$ cat src/rtl/bcx_work_dispatcher_pkg.sv
// -----------------------------------------------------------------------------
// bcx_work_dispatcher_pkg
// Shared types and constants for the work dispatcher and the processor chain.
//   HashState          : SHA-256 midstate words a..h (a is the most significant)
//   disp_state_e       : dispatcher FSM states
//   BCX_CHAIN_LATENCY  : cycles from an iteration issue to its victory report,
//                        the chain top and the dispatcher must agree on it
//   LOAD_WORDS         : words in one host job (8 midstate + 3 tail)
// -----------------------------------------------------------------------------
package bcx_work_dispatcher_pkg;

  localparam int unsigned BCX_CHAIN_LATENCY = 130;
  localparam int unsigned LOAD_WORDS        = 11;

  typedef struct packed {
    logic [31:0] a;
    logic [31:0] b;
    logic [31:0] c;
    logic [31:0] d;
    logic [31:0] e;
    logic [31:0] f;
    logic [31:0] g;
    logic [31:0] h;
  } HashState;

  typedef enum logic [2:0] {
    ST_IDLE,
    ST_LOAD,
    ST_ISSUE,
    ST_RUN,
    ST_DRAIN,
    ST_REPORT
  } disp_state_e;

endpackage

$ cat src/rtl/bcx_job_loader.sv
// -----------------------------------------------------------------------------
// bcx_job_loader
// Collects the 11 host load words of one job into registers and presents them
// as the midstate and tail words for processor 0.
//   clk, rst_n   : clock, asynchronous active-low reset
//   i_ld_valid   : host word valid
//   i_ld_en      : dispatcher is willing to accept (its ld_ready)
//   i_ld_data    : host word; order a..h, then Words[0..2]
//   o_hashstate  : registered midstate
//   o_words      : registered tail words
//   o_load_done  : accept of the final (11th) word this cycle
// -----------------------------------------------------------------------------
module bcx_job_loader
  import bcx_work_dispatcher_pkg::*;
(
  input  logic             clk,
  input  logic             rst_n,
  input  logic             i_ld_valid,
  input  logic             i_ld_en,
  input  logic [31:0]      i_ld_data,
  output HashState         o_hashstate,
  output logic [2:0][31:0] o_words,
  output logic             o_load_done
);

  localparam logic [3:0] LAST_IDX = 4'(LOAD_WORDS - 1);

  logic [3:0]  r_idx;
  logic [31:0] r_word [LOAD_WORDS];
  logic        w_accept;

  assign w_accept    = i_ld_valid && i_ld_en;
  assign o_load_done = w_accept && (r_idx == LAST_IDX);

  // Each word is overwritten only when its own slot is reloaded, so the
  // outputs stay stable for the whole job.
  // NOTE: this small register file is reset on purpose, since the outputs must
  // read zero after reset; a large RAM would normally be left unreset.
  always_ff @(posedge clk or negedge rst_n) begin
    if (!rst_n) begin
      r_idx <= '0;
      for (int i = 0; i < LOAD_WORDS; i++) r_word[i] <= '0;
    end else if (w_accept) begin
      r_word[r_idx] <= i_ld_data;
      r_idx         <= (r_idx == LAST_IDX) ? '0 : r_idx + 4'd1;
    end
  end

  assign o_hashstate = '{a: r_word[0], b: r_word[1], c: r_word[2], d: r_word[3],
                         e: r_word[4], f: r_word[5], g: r_word[6], h: r_word[7]};
  assign o_words[0]  = r_word[8];
  assign o_words[1]  = r_word[9];
  assign o_words[2]  = r_word[10];

endmodule

$ cat src/rtl/bcx_work_dispatcher.sv
// -----------------------------------------------------------------------------
// bcx_work_dispatcher
// Head and tail controller of the standard processor chain. Loads one job from
// the host, issues one iteration per cycle to processor 0 (newblock on the
// first), watches the chain end for a victory and reports the winning nonce.
//   clk, rst        : clock, asynchronous active-low reset
//   ld_valid_i/ld_ready_o/ld_data_i : host job load handshake (11 words)
//   valid_o         : iteration valid to processor 0
//   newblock_o      : first iteration of a job
//   hashstate_o     : midstate to processor 0
//   Words_o         : tail words to processor 0
//   victory_i       : success from the chain end
//   nonce_start_i   : winning processor index from the chain end
//   found_o/done_o/nonce_o : result to host
//   res_ack_i       : host consumed the result
// -----------------------------------------------------------------------------
module bcx_work_dispatcher
  import bcx_work_dispatcher_pkg::*;
#(
  parameter int unsigned PARTITIONBITS = 1,
  parameter int unsigned ITERBITS      = 32 - PARTITIONBITS,
  parameter int unsigned CHAIN_LATENCY = BCX_CHAIN_LATENCY
) (
  input  logic                     clk,
  input  logic                     rst,
  input  logic                     ld_valid_i,
  output logic                     ld_ready_o,
  input  logic [31:0]              ld_data_i,
  output logic                     valid_o,
  output logic                     newblock_o,
  output HashState                 hashstate_o,
  output logic [2:0][31:0]         Words_o,
  input  logic                     victory_i,
  input  logic [PARTITIONBITS-1:0] nonce_start_i,
  output logic                     found_o,
  output logic                     done_o,
  output logic [31:0]              nonce_o,
  input  logic                     res_ack_i
);

  // Elapsed counter is wide enough to reach last issue + chain latency
  // without wrapping.
  localparam int unsigned EW = ITERBITS + $clog2(CHAIN_LATENCY) + 1;

  localparam logic [ITERBITS-1:0] ITER_MAX  = '1;
  localparam logic [EW-1:0]       LAST_E    = EW'(ITER_MAX);
  localparam logic [EW-1:0]       DRAIN_END = LAST_E + EW'(CHAIN_LATENCY);

  disp_state_e         r_state;
  disp_state_e         w_state_next;
  logic [ITERBITS-1:0] r_iter;
  logic [EW-1:0]       r_elapsed;
  logic                r_found;
  logic                r_done;
  logic [31:0]         r_nonce;

  logic                w_ld_ready;
  logic                w_load_done;
  logic                w_valid;
  logic                w_newblock;
  logic                w_capture;
  logic                w_expire;
  logic [ITERBITS-1:0] w_win_idx;
  logic [31:0]         w_nonce;

  // Ready depends only on the registered state, so the loader's load_done
  // cannot feed back into it combinationally.
  assign w_ld_ready = (r_state == ST_IDLE) || (r_state == ST_LOAD);

  bcx_job_loader u_loader (
    .clk         (clk),
    .rst_n       (rst),
    .i_ld_valid  (ld_valid_i),
    .i_ld_en     (w_ld_ready),
    .i_ld_data   (ld_data_i),
    .o_hashstate (hashstate_o),
    .o_words     (Words_o),
    .o_load_done (w_load_done)
  );

  // A victory seen now belongs to the iteration issued CHAIN_LATENCY cycles
  // ago; the processor index supplies the high nonce bits.
  assign w_win_idx = ITERBITS'(r_elapsed - EW'(CHAIN_LATENCY));
  assign w_nonce   = 32'({nonce_start_i, w_win_idx});

  // NOTE: every signal written here gets a default first so no path through
  // the case can leave it unassigned and infer a latch.
  always_comb begin
    w_state_next = r_state;
    w_valid      = 1'b0;
    w_newblock   = 1'b0;
    w_capture    = 1'b0;
    w_expire     = 1'b0;
    unique case (r_state)
      ST_IDLE: begin
        if (ld_valid_i) w_state_next = ST_LOAD;
      end
      ST_LOAD: begin
        if (w_load_done) w_state_next = ST_ISSUE;
      end
      ST_ISSUE: begin
        w_valid      = 1'b1;
        w_newblock   = 1'b1;
        w_state_next = (r_iter == ITER_MAX) ? ST_DRAIN : ST_RUN;
      end
      ST_RUN: begin
        w_valid = 1'b1;
        // Victory takes priority over the move to DRAIN.
        if (victory_i) begin
          w_capture    = 1'b1;
          w_state_next = ST_REPORT;
        end else if (r_iter == ITER_MAX) begin
          w_state_next = ST_DRAIN;
        end
      end
      ST_DRAIN: begin
        // The last iteration's victory can still arrive on the expiry cycle.
        if (victory_i) begin
          w_capture    = 1'b1;
          w_state_next = ST_REPORT;
        end else if (r_elapsed == DRAIN_END) begin
          w_expire     = 1'b1;
          w_state_next = ST_REPORT;
        end
      end
      ST_REPORT: begin
        if (res_ack_i) w_state_next = ST_IDLE;
      end
      default: w_state_next = ST_IDLE;
    endcase
  end

  // NOTE: sequential state uses non-blocking assignments so every register
  // samples the pre-edge values regardless of statement order.
  always_ff @(posedge clk or negedge rst) begin
    if (!rst) begin
      r_state   <= ST_IDLE;
      r_iter    <= '0;
      r_elapsed <= '0;
      r_found   <= 1'b0;
      r_done    <= 1'b0;
      r_nonce   <= '0;
    end else begin
      r_state <= w_state_next;

      unique case (r_state)
        ST_LOAD: begin
          if (w_load_done) begin
            r_iter    <= '0;
            r_elapsed <= '0;
          end
        end
        ST_ISSUE, ST_RUN: begin
          r_iter    <= r_iter + 1'b1;
          r_elapsed <= r_elapsed + 1'b1;
        end
        ST_DRAIN: r_elapsed <= r_elapsed + 1'b1;
        default: ;
      endcase

      if (w_capture) begin
        r_found <= 1'b1;
        r_done  <= 1'b1;
        r_nonce <= w_nonce;
      end else if (w_expire) begin
        r_done  <= 1'b1;
      end else if ((r_state == ST_REPORT) && res_ack_i) begin
        r_found <= 1'b0;
        r_done  <= 1'b0;
        r_nonce <= '0;
      end
    end
  end

  assign ld_ready_o = w_ld_ready;
  assign valid_o    = w_valid;
  assign newblock_o = w_newblock;
  assign found_o    = r_found;
  assign done_o     = r_done;
  assign nonce_o    = r_nonce;

endmodule

$ cat config.mk
export PLATFORM = sky130hd
export DESIGN_NAME = bcx_work_dispatcher
export DESIGN_NICKNAME = d
export VERILOG_FILES = /design/src/rtl/bcx_work_dispatcher_pkg.sv /design/src/rtl/bcx_job_loader.sv /design/src/rtl/bcx_work_dispatcher.sv
export SDC_FILE = /design/constraint.sdc
export NUM_CORES = 1
export LEC_CHECK = 0
export ABC_AREA = 1
export BUFFER_PORTS_ARGS = -buffer_cell sky130_fd_sc_hd__buf_2
export CAP_MARGIN = 20
export CORE_AREA = 2 2 201 203
export CTS_BUF_LIST = sky130_fd_sc_hd__clkbuf_4
export DETAILED_ROUTE_END_ITERATION = 10
export DIE_AREA = 0 0 203 205
export PLACE_DENSITY_LB_ADDON = 0.2
export RECOVER_POWER = 50
export SYNTH_ARGS = -nofsm -noshare
export SYNTH_HDL_FRONTEND = slang
export SYNTH_SLANG_ARGS = --single-unit
$ cat constraint.sdc
create_clock -name clk -period 1.74 [get_ports clk]
set_input_delay 0.087 -clock clk [delete_from_list [all_inputs] [get_ports clk]]
set_output_delay 0.087 -clock clk [all_outputs]
set_load 0.005 [all_outputs]
==> reports/metrics.cfg <==
[global_routing]
antenna_found_initial=1
grt_pass1_wl_um=102000
grt_util_all_layers=0.318
grt_pass1_vias=18200
grt_max_degree=65
overflow=0

[floorplanning]
initial_utilization=0.503
io_pins=427
die_h_um=205
dieArea_um2=41600
die_w_um=203
core_area_um2=39400
row_count=73

[worst_setup_path]
cp_cell_sequence=buf_6 > nor2_8 > buf_12 > clkinvlp_4 > nor2_4 > buf_2
cp.arrival_ns=1.90
crit_type=reg -> out
cp_slowest_cell=dfrtp_2
path_max_fanout=2
worstSetupEndpointType=output port
max_stage_delay_ns=0.41
cp-start-kind=register
worstPathRequired_ns=1.65

[routing]
drt_iter0_markers=1685
drt-wirelength-per-cell_um=22.7
wl_um=80800
num_vias=20000
route.detailed.drc=0
first_pass_iters=6
vias_per_cell=5.62
ant_nets=0

[yosys]
synthesis.nets=2291
synth_area_leader_cell=dfrtp_1
synth_edf_count=0
yosys-top-cells-area=dfrtp_1 59%, nand2_1 13%, o21ai_0 8.6%
postSynthCellCount=2248
yosysSeqAreaShare=0.586
netlist-cell-type-count=43
synth_top_area_frac=0.586
synth_most_common_cell=nand2_1
synthArstFlopShare=1.00
postSynthAreaPerCell_um2=8.81
ys_ff_latch=464
synthesis.area_um2=19800
ys_warn_count=0
synthTopCellsByCount=673 x nand2_1, 464 x dfrtp_1, 342 x o21ai_0, 160 x nor2_1, 130 x inv_1
synthFlopType=dfrtp_1

[clock_network]
clock_path_buffers=3
clockRootBuffer=clkbuf_4
cts.sinks=464
clkLatencyLatePin_ns=0.88
cts_tree=built
cts_htree_levels=3
clk_pin_slew_ns=0.07
cts_buffers=118

[status]
status=finished, violations left
failed_checks=negative setup slack

[placed_design]
hpwl_um=46600
gp_congestion=0.968
pre_cts_ws_ns=-0.0790
io_buffers=426

[final_layout]
drive_gt1_frac=0.406
nNetsFinal=2998
multiInputGateArea_um2=8470
area_growth_pct=42.8
area.sequential_um2=11600
fillers=2946

[timing]
slew_headroom=0.537
fin_tns_setup_ns=-26.46
fmax_ghz=0.503
setup_viol=217
fin_crit_sh=1.14
skew_ns=0.0584
hold_viol_final=0
fin_ws_ns=-0.250
worst_slew_pin_slew_ns=0.695
slew_violations=0
period_needed_ns=1.99
rsz0062_at_grt=yes

[pwr]
power_density_nw_per_um2=1760
p_total_uw=49800
ir_worst_vdd_uv=1050
power.leakage_uw=0.0143

[min_path]
hold_path.class=in -> reg

[run]
cap_viol_max_count=0

==> stage by stage <==
| step | utilization | cells | hold slack, ns | cell area (um2) |
|---|---|---|---|---|
| 6_report | 0.718 | 3553 | 0.194 | 28300 |
| 4_1_cts | 0.644 | 3458 | 0.125 | 25400 |
| 2_1_floorplan | - | 2248 | -0.209 | 19800 |
| 3_5_place_dp | 0.594 | 3218 | 0.0636 | 23400 |
| 3_3_place_gp | 0.594 | 3218 | 0.0617 | 23400 |
| 5_1_grt | 0.718 | 3553 | 0.196 | 28300 |
==> power by group <==
group / switching (uW) / total [uW] / leakage [uW] / internal [uW]
combinational: 12200 / 21700 / 0.00750 / 9540
clock: 4620 / 9150 / 0.000844 / 4540
sequential: 3690 / 19000 / 0.00595 / 15300
==> final cells by class <==
cell class | count | share of cell area
repair buffers | 714 | 0.197
diodes | 2 | 0.000177
well taps | 525 | 0.0232
flip-flops and latches | 464 | 0.411
clock inverters | 23 | 0.00473
clock buffers | 168 | 0.0446
multi-input cells | 1515 | 0.299
inverters | 142 | 0.0197
==> final timing paths <==
check	start	endpoint	slack, ns	cells after the start
max	r_state[2]	newblock_o	-0.25	6
max in group asynchronous	rst	u_loader.o_hashstate[163]	0.21	4
min in group asynchronous	rst	r_iter[4]	0.85	4
min reg2reg	nonce_o[30]	nonce_o[30]	0.47	2
min	res_ack_i	done_o	0.19	5
max reg2reg	r_state[1]	u_loader.o_words[34]	-0.24	11
==> worst max-delay path: cells and delay by family (launching register included) <==
| kind | cells | cell delay (ns) |
|---|---|---|
| buf+inv | 4 | 0.45 |
| flops | 1 | 0.41 |
| simple gates | 2 | 0.21 |
==> cell families after synthesis <==
| kind of cell | synth area share |
|---|---|
| flip-flops | 0.586 |
| AND/OR/NAND/NOR | 0.215 |
| adder cells (fa/ha/maj) | 0.00316 |
| AO/OA/AOI/OAI | 0.127 |
| multiplexers | 0.00101 |
| XOR/XNOR | 0.00840 |
| buffers and inverters | 0.0591 |
==> layer usage <==
metal | vias to the layer above | wire, um | track usage | share of wire
li1 | 8794 | - | - | -
met1 | 9692 | 30200 | 0.397 | 0.37
met2 | 1185 | 37900 | 0.513 | 0.47
met3 | 305 | 7800 | 0.0843 | 0.097
met4 | 0 | 4890 | 0.159 | 0.060
met5 | - | 0 | 0 | 0
==> flip-flops by register name, indices dropped and copies added, names as in the netlist <==
name	cells
u_loader.r_idx	4
found_o	1
u_loader.o_hashstate	256
u_loader.o_words	96
r_elapsed	40
r_state	3
r_iter	31
done_o	1
nonce_o	32
==> what timing repair did <==
item / CTS / global route
setup buffers: 10 / 39
hold buffers: 40 / 0
gates resized for setup: 31 / 567
pin swaps: 8 / 47
cloned: 0 / 55
endpoints found under the setup margin: 25 / 254
hold endpoints to repair: 858 / 0
==> layout by cell type (no fill, tap or decap), types with 4 or more instances in the layout <==
| cell type | Yosys | layout |
|---|---|---|
| inv_1 | 130 | 122 |
| nand2_4 | 1 | 79 |
| nand3_2 | 7 | 12 |
| clkbuf_4 | 0 | 177 |
| nand2_1 | 673 | 507 |
| nor2_2 | 4 | 24 |
| o21ai_1 | 75 | 123 |
| clkinv_1 | 1 | 14 |
| nor2_1 | 160 | 124 |
| o21ai_2 | 24 | 85 |
| dfrtp_2 | 0 | 17 |
| buf_4 | 6 | 128 |
| a21oi_1 | 13 | 10 |
| nand4_1 | 26 | 26 |
| dlygate4sd3_1 | 0 | 39 |
| nand2_2 | 9 | 92 |
| buf_6 | 10 | 33 |
| buf_12 | 0 | 28 |
| buf_8 | 0 | 10 |
| nor3_2 | 2 | 4 |
| xor2_1 | 17 | 17 |
| nand2_8 | 0 | 6 |
| clkbuf_16 | 0 | 34 |
| nor3_1 | 20 | 18 |
| o22ai_1 | 14 | 13 |
| nand3_4 | 0 | 4 |
| nor2_4 | 5 | 21 |
| clkbuf_2 | 0 | 5 |
| nand3_1 | 93 | 84 |
| inv_2 | 10 | 15 |
| dfrtp_1 | 464 | 447 |
| buf_2 | 45 | 424 |
| o21ai_0 | 342 | 232 |
Power figures use the tool's default switching activity.
